[src/rtl/debug_hex_streamer.sv]
// debug_hex_streamer: captures an ASCII hex word and streams it MSB-first plus a line terminator.
// Define DEBUG_HEX_CRLF_EN to end each line with CR LF instead of LF alone.
module debug_hex_streamer #(
  parameter int NBR_OF_NIBBLES = 4
) (
  input  logic                        clk,
  input  logic                        reset_n,
  input  logic [NBR_OF_NIBBLES*8-1:0] ascii,
  input  logic                        in_valid,
  output logic                        in_ready,
  output logic [7:0]                  tx_data,
  output logic                        tx_valid,
  input  logic                        tx_ready,
  output logic                        busy
);
  localparam int W  = NBR_OF_NIBBLES * 8;
  localparam int IW = NBR_OF_NIBBLES > 1 ? $clog2(NBR_OF_NIBBLES) : 1;
`ifdef DEBUG_HEX_CRLF_EN
  typedef enum logic [1:0] {IDLE, CHAR, CR, LF} state_t;
  localparam state_t     TERM_ST = CR;
  localparam logic [7:0] TERM    = 8'h0D;
`else
  typedef enum logic [1:0] {IDLE, CHAR, LF} state_t;
  localparam state_t     TERM_ST = LF;
  localparam logic [7:0] TERM    = 8'h0A;
`endif
  state_t          state, state_n;
  logic [W-1:0]    sreg, sreg_n;
  logic [IW-1:0]   idx, idx_n;
  logic [7:0]      data_n;
  logic            valid_n;
  logic            xfer;
  assign xfer     = tx_valid && tx_ready;
  assign in_ready = state == IDLE;
  assign busy     = state != IDLE;
  // sreg holds the not-yet-sent bytes left-aligned, so the next one is always the top byte
  always_comb begin
    state_n = state;
    sreg_n  = sreg;
    idx_n   = idx;
    data_n  = tx_data;
    valid_n = tx_valid;
    case (state)
      IDLE: if (in_valid) begin
        sreg_n  = ascii << 8;
        idx_n   = IW'(NBR_OF_NIBBLES - 1);
        data_n  = ascii[W-1 -: 8];
        valid_n = 1'b1;
        state_n = CHAR;
      end
      CHAR: if (xfer) begin
        if (idx != '0) begin
          idx_n  = idx - IW'(1);
          data_n = sreg[W-1 -: 8];
          sreg_n = sreg << 8;
        end else begin
          data_n  = TERM;
          state_n = TERM_ST;
        end
      end
`ifdef DEBUG_HEX_CRLF_EN
      CR: if (xfer) begin
        data_n  = 8'h0A;
        state_n = LF;
      end
`endif
      LF: if (xfer) begin
        valid_n = 1'b0;
        state_n = IDLE;
      end
      default: state_n = IDLE;
    endcase
  end
  always_ff @(posedge clk or negedge reset_n) begin
    if (!reset_n) begin
      state    <= IDLE;
      sreg     <= '0;
      idx      <= '0;
      tx_data  <= 8'h00;
      tx_valid <= 1'b0;
    end else begin
      state    <= state_n;
      sreg     <= sreg_n;
      idx      <= idx_n;
      tx_data  <= data_n;
      tx_valid <= valid_n;
    end
  end
endmodule

[config.mk]
export PLATFORM = sky130hd
export DESIGN_NAME = debug_hex_streamer
export DESIGN_NICKNAME = d
export VERILOG_FILES = /design/src/rtl/debug_hex_streamer.sv
export SDC_FILE = /design/constraint.sdc
export NUM_CORES = 1
export LEC_CHECK = 0
export ABC_AREA = 0
export BUFFER_PORTS_ARGS = -buffer_cell sky130_fd_sc_hd__buf_2
export CAP_MARGIN = 15
export CORE_AREA = 2 2 67 69
export DETAILED_ROUTE_END_ITERATION = 12
export DIE_AREA = 0 0 69 71
export PLACE_DENSITY = 0.72
export SETUP_SLACK_MARGIN = 0.2
export SLEW_MARGIN = 20
export SYNTH_ARGS = -nofsm -noshare
export SYNTH_HDL_FRONTEND = slang
export SYNTH_SLANG_ARGS = --single-unit
export TNS_END_PERCENT = 5
[constraint.sdc]
create_clock -name clk -period 1.7 [get_ports clk]
set_input_delay 0.085 -clock clk [delete_from_list [all_inputs] [get_ports clk]]
set_output_delay 0.085 -clock clk [all_outputs]
set_load 0.02 [all_outputs]
# Word level (Yosys, flattened, before mapping)
# Cells that the tools add are included.
[totals] register_bits=45 inputBits=36 word_cells=43
[op_classes] n_addsub=1 eq_ne=7 n_mux=20 n_reduce_logical=10
[ops] operator="$mux 32" n=3
[ops] operator="$pmux 32 s2" n=1
[ops] operator="$mux 8" n=3
[ops] operator="$pmux 8 s2" n=1
[ops] operator="$mux 2" n=7
[ops] operator="$ne 2x2->1 const B" n=5
[ops] operator="$reduce_and 4->1" n=2
[ops] operator="$reduce_bool 2->1" n=4
[ops] operator="$pmux 2 s3" n=1
[ops] operator="$reduce_and 3->1" n=2
[ops] operator="$pmux 2 s2" n=1
[ops] operator="$eq 2x1->1 const B" n=1
[ops] operator="$eq 2x2->1 const B" n=1
[ops] operator="$logic_not 2->1" n=1
[ops] operator="$mux 1" n=2
[ops] operator="$pmux 1 s2" n=1
[ops] operator="$sub 2x1->2 const B" n=1
[ops] operator="$logic_and 1x1->1" n=1

# Logic depth before layout (Yosys ltp)
[logic_depth] depth_word=4 mapped_depth=7 depth_no_buf=5

# Least setup slack after synthesis
# OpenSTA, ideal clock, no wires.
[synth_path] path_kind="flip-flop to flip-flop" start="register idx[0]" end="register sreg[22]" setup_ns=0.125 t_arrival_ns=1.627 required_ns=1.575 setup_slack_ns=-0.052 path_stages_with_launch=8 n_path_buf=2 period_less_slack_ns=1.752 cell_sequence="dfrtp_1 > inv_1 > ha_1 > buf_6 > nand4b_4 > a21oi_4 > buf_12 > mux2_4"
[synth_via] elab_chain_len=3
[synth_lines] item="from (decl)" line="29" source="logic [IW-1:0] idx, idx_n;"
[synth_lines] item="from (signal assigned)" line="84" source="idx <= idx_n;"
[synth_lines] item="$reduce_bool 2->1" line="52" source="if (idx != '0) begin"
[synth_lines] item="$ne 2x2->1 (no line)"
[synth_lines] item="$reduce_and 4->1 (no line)"
[synth_lines] item="to (signal assigned)" line="83" source="sreg <= sreg_n;"
[synth_lines] item="to (decl)" line="28" source="logic [W-1:0] sreg, sreg_n;"
# Every way passes these cells.
# A chain may end at the register's enable or synchronous reset.

# Worst setup path in the final report
[layout_path] start="register idx[0]" end="register sreg[30]"
# The elaborated chain is that of the path after synthesis.

==> impl_metrics.json <==
{
  "status": "finished clean",
  "timing.critical_path.from": "idx[0]$_DFFE_PN0P_",
  "cts-root-to-sink-buffers": 2,
  "cp.required_ns": 1.87,
  "yosysSeqAreaShare_pct": 47.6,
  "timing.final.max_slew_violations": 0,
  "cp-endpoint": "sreg[30]$_DFFE_PN0P_",
  "min_period_ns": 1.61,
  "critical_path.max_fanout": 8,
  "tns_ns": 0,
  "synthesis.area_per_instance_um2": 13.1,
  "ys_ff_latch": 37,
  "maxCapViolCount": 0,
  "timing_hold_violations_final": 0,
  "crit_type": "reg -> reg",
  "placed_cell_area_mm2": 0.00224,
  "layout.cell_area.non_filler_mm2": 0.00242,
  "n_antenna_cell": 0,
  "hold_depth": 2,
  "synthToLayoutAreaGrowth_pct": 24.3,
  "vias_per_cell": 5.18,
  "power.internal_w": 0.00309,
  "die_x_um": 69,
  "switchingPower_w": 0.00165,
  "cts-buffers-inserted": 5,
  "via_count_of_the_first_global_routing_pass": 1444,
  "final_cell_mix": "sky130_fd_sc_hd__buf_2, sky130_fd_sc_hd__dfrtp_1, sky130_fd_sc_hd__mux2_2",
  "grt_pass1_wl_um": 6870,
  "timing.critical_path.arrival_ns": 1.77,
  "r2r-start": "idx[0]$_DFFE_PN0P_",
  "worst_hold_slack_ns": 0.0205,
  "vias": 1347,
  "netlist-cell-type-count": 30,
  "timing.hold.worst.class": "in -> reg",
  "grt_start_max_net_pins": 38,
  "antenna_found_initial": 0,
  "ir_worst_vdd_v": 0.000839,
  "clock_sink_count": 37,
  "worst_clock_skew_ns": 0.00751,
  "worst_setup_path_end_kind": "flip-flop",
  "syn_area_mm2": 0.00194,
  "post_drt_wl_per_cell_um": 15.5,
  "crit-reg2reg-capture": "sreg[30]$_DFFE_PN0P_",
  "synth.yosys.warnings": 0,
  "pwr-share-clk_pct": 12.2,
  "reg2regPathDepth": 7,
  "r2r_setup_slack_ns": 0.09,
  "gp_congestion": 0.782,
  "swShare_pct": 34.8,
  "timing.final.setup_violations": 0,
  "power.share.combinational_pct": 54.7,
  "route.final.wire_length_um": 4030,
  "seq_power_share_pct": 33.1,
  "design.final.nets": 244,
  "groute.usage.overall_pct": 17.8,
  "syn-instance-count": 148,
  "startpoint_type": "flip-flop",
  "initial_core_utilization_pct": 46.2,
  "cpMaxStageDelayCell": "sky130_fd_sc_hd__dfrtp_1",
  "setup_repair_after_global_routing_missed_its_margin": "yes",
  "htree_levels": 2,
  "achievable-frequency_ghz": 0.623,
  "detail_route.first_pass.iterations": 4,
  "power_leakage_nw": 1.22,
  "tritoncts": "built",
  "detail_route.iter0.violations": 42,
  "post_route_cells_drive_above_1_share_pct": 56.3,
  "mostFrequentLayoutCell": "sky130_fd_sc_hd__buf_2",
  "die-area_mm2": 0.00490,
  "route.antenna.remaining_nets": 0,
  "post-route-period-util_pct": 94.5,
  "post-dp-hpwl_um": 2780,
  "die-height_um": 71,
  "delay_of_the_slowest_cell_on_the_worst_path_ns": 0.36,
  "path_clk_slew_ns": 0.07,
  "worst_slew_margin_rel_pct": 69.2,
  "postLayoutCoreUtil_pct": 57.5,
  "detail_route.drc_violations": 0,
  "power_density_mw_per_mm2": 1960,
  "rows": 24,
  "cts_root_buffer": "sky130_fd_sc_hd__clkbuf_8",
  "gr-total-overflow": 0,
  "syn-num-nets": 185,
  "tightestPinTransition_ns": 0.462,
  "path_cells": "inv_1, ha_2, nand4b_4, a21oi_4, buf_6, buf_16, mux2_4",
  "io_buffers": 46,
  "placeableCoreArea_mm2": 0.00420,
  "pin_count": 47,
  "clk_latency_ns": 0.28
}
-- critical path, delay by kind of cell (launching register included) --
| family | cells | cell delay [ns] |
|---|---|---|
| compound gates | 1 | 0.17 |
| fa+ha+maj | 1 | 0.16 |
| buf+inv | 3 | 0.31 |
| flops | 1 | 0.36 |
| mux | 1 | 0.29 |
| simple gates | 1 | 0.18 |
-- power by group through the flow --
stage | combinational [W] | sequential (W) | clock [W]
after floorplan | 0.00177 | 0.00162 | 0
after global placement | 0.00229 | 0.00156 | 0
after detailed placement | 0.00234 | 0.00157 | 0
after CTS | 0.00263 | 0.00156 | 0.000595
after global routing | 0.00281 | 0.00161 | 0.000647
final | 0.00259 | 0.00157 | 0.000578
-- worst min path at each step --
stage,startpoint,end,slack [ns]
global placement,reset_n,sreg[13]$_DFFE_PN0P_,0.16
CTS,ascii[4],sreg[12]$_DFFE_PN0P_,0.02
finish,ascii[4],sreg[12]$_DFFE_PN0P_,0.02
global route,ascii[7],sreg[15]$_DFFE_PN0P_,0.02
detailed placement,reset_n,sreg[21]$_DFFE_PN0P_,0.16
floorplan,reset_n,idx[0]$_DFFE_PN0P_,-0.21
-- kinds of logic (layout without fill, tap and decap cells) --
logic type | count (synthesis) | count (layout) | share of synthesized area, %
buf+inv | 24 | 84 | 7.53
mux | 42 | 42 | 25.8
compound gates | 25 | 25 | 10.1
fa+ha+maj | 1 | 1 | 0.644
flops | 37 | 37 | 47.6
simple gates | 19 | 19 | 8.31
-- layer usage --
metal	vias up	global-route usage (%)	part of all wire, %
met4	0	5.23	0.84
li1	639	-	-
met1	678	22.8	43
met2	26	30.1	53
met5	-	0	0
met3	4	4.42	3.4
-- Yosys cell counts --
cell	count	share of area, %
sky130_fd_sc_hd__dfrtp_1	37	48
sky130_fd_sc_hd__mux2_2	24	14
sky130_fd_sc_hd__inv_1	14	2.7
sky130_fd_sc_hd__mux2_4	10	7.7
sky130_fd_sc_hd__a21oi_1	8	2.1
sky130_fd_sc_hd__a22o_1	8	3.6
sky130_fd_sc_hd__mux2i_1	8	4.1
sky130_fd_sc_hd__and4bb_2	6	3.9
sky130_fd_sc_hd__clkbuf_1	3	0.58
sky130_fd_sc_hd__nand2_1	3	0.58
sky130_fd_sc_hd__nor2_1	3	0.58
sky130_fd_sc_hd__o21ai_0	3	0.77
sky130_fd_sc_hd__buf_6	2	1.2
sky130_fd_sc_hd__clkbuf_8	2	1.4
sky130_fd_sc_hd__nand2b_1	2	0.64
sky130_fd_sc_hd__a21boi_0	1	0.39
sky130_fd_sc_hd__a21o_2	1	0.45
sky130_fd_sc_hd__a21oi_4	1	0.84
sky130_fd_sc_hd__buf_12	1	1.0
sky130_fd_sc_hd__buf_2	1	0.26
sky130_fd_sc_hd__buf_4	1	0.39
sky130_fd_sc_hd__ha_1	1	0.64
sky130_fd_sc_hd__nand2b_2	1	0.45
sky130_fd_sc_hd__nand3_1	1	0.26
sky130_fd_sc_hd__nand3b_1	1	0.39
sky130_fd_sc_hd__nand4b_4	1	1.2
sky130_fd_sc_hd__o211ai_1	1	0.39
sky130_fd_sc_hd__o22ai_4	1	1.0
sky130_fd_sc_hd__o311a_2	1	0.58
sky130_fd_sc_hd__or2_2	1	0.32
-- per-stage QoR --
stage | setup slack [ns] | std cells | power (W)
6_report | 0.0936 | 260 | 0.00474
3_3_place_gp | 0.127 | 247 | 0.00385
5_1_grt | 0.0242 | 260 | 0.00507
3_5_place_dp | 0.0985 | 247 | 0.00391
4_1_cts | 0.0953 | 260 | 0.00478
2_1_floorplan | 0.00547 | 148 | 0.00340
-- flip-flops by register name (all words and copies together), names as in the netlist --
signal    cells
sreg         24
tx_data       8
idx           2
state         2
tx_valid      1
-- area by class of cell --
class                   count  area (µm²)
repair buffers             62         393
flip-flops and latches     37         927
clock buffers               6        72.6
inverters                  14        52.6
fillers                   388        1790
multi-input cells          87         896
clock inverters             2        10.0
well taps                  52        65.1
-- what timing repair did --
item,in CTS,in global routing
hold buffers,1,0
hold endpoints to repair,37,0
endpoints found under the setup margin,24,33
resized for setup,10,0
pin swaps,1,1
buffers inserted,3,0
cloned,1,0
Note: power is estimated with default switching activity, not from simulation.
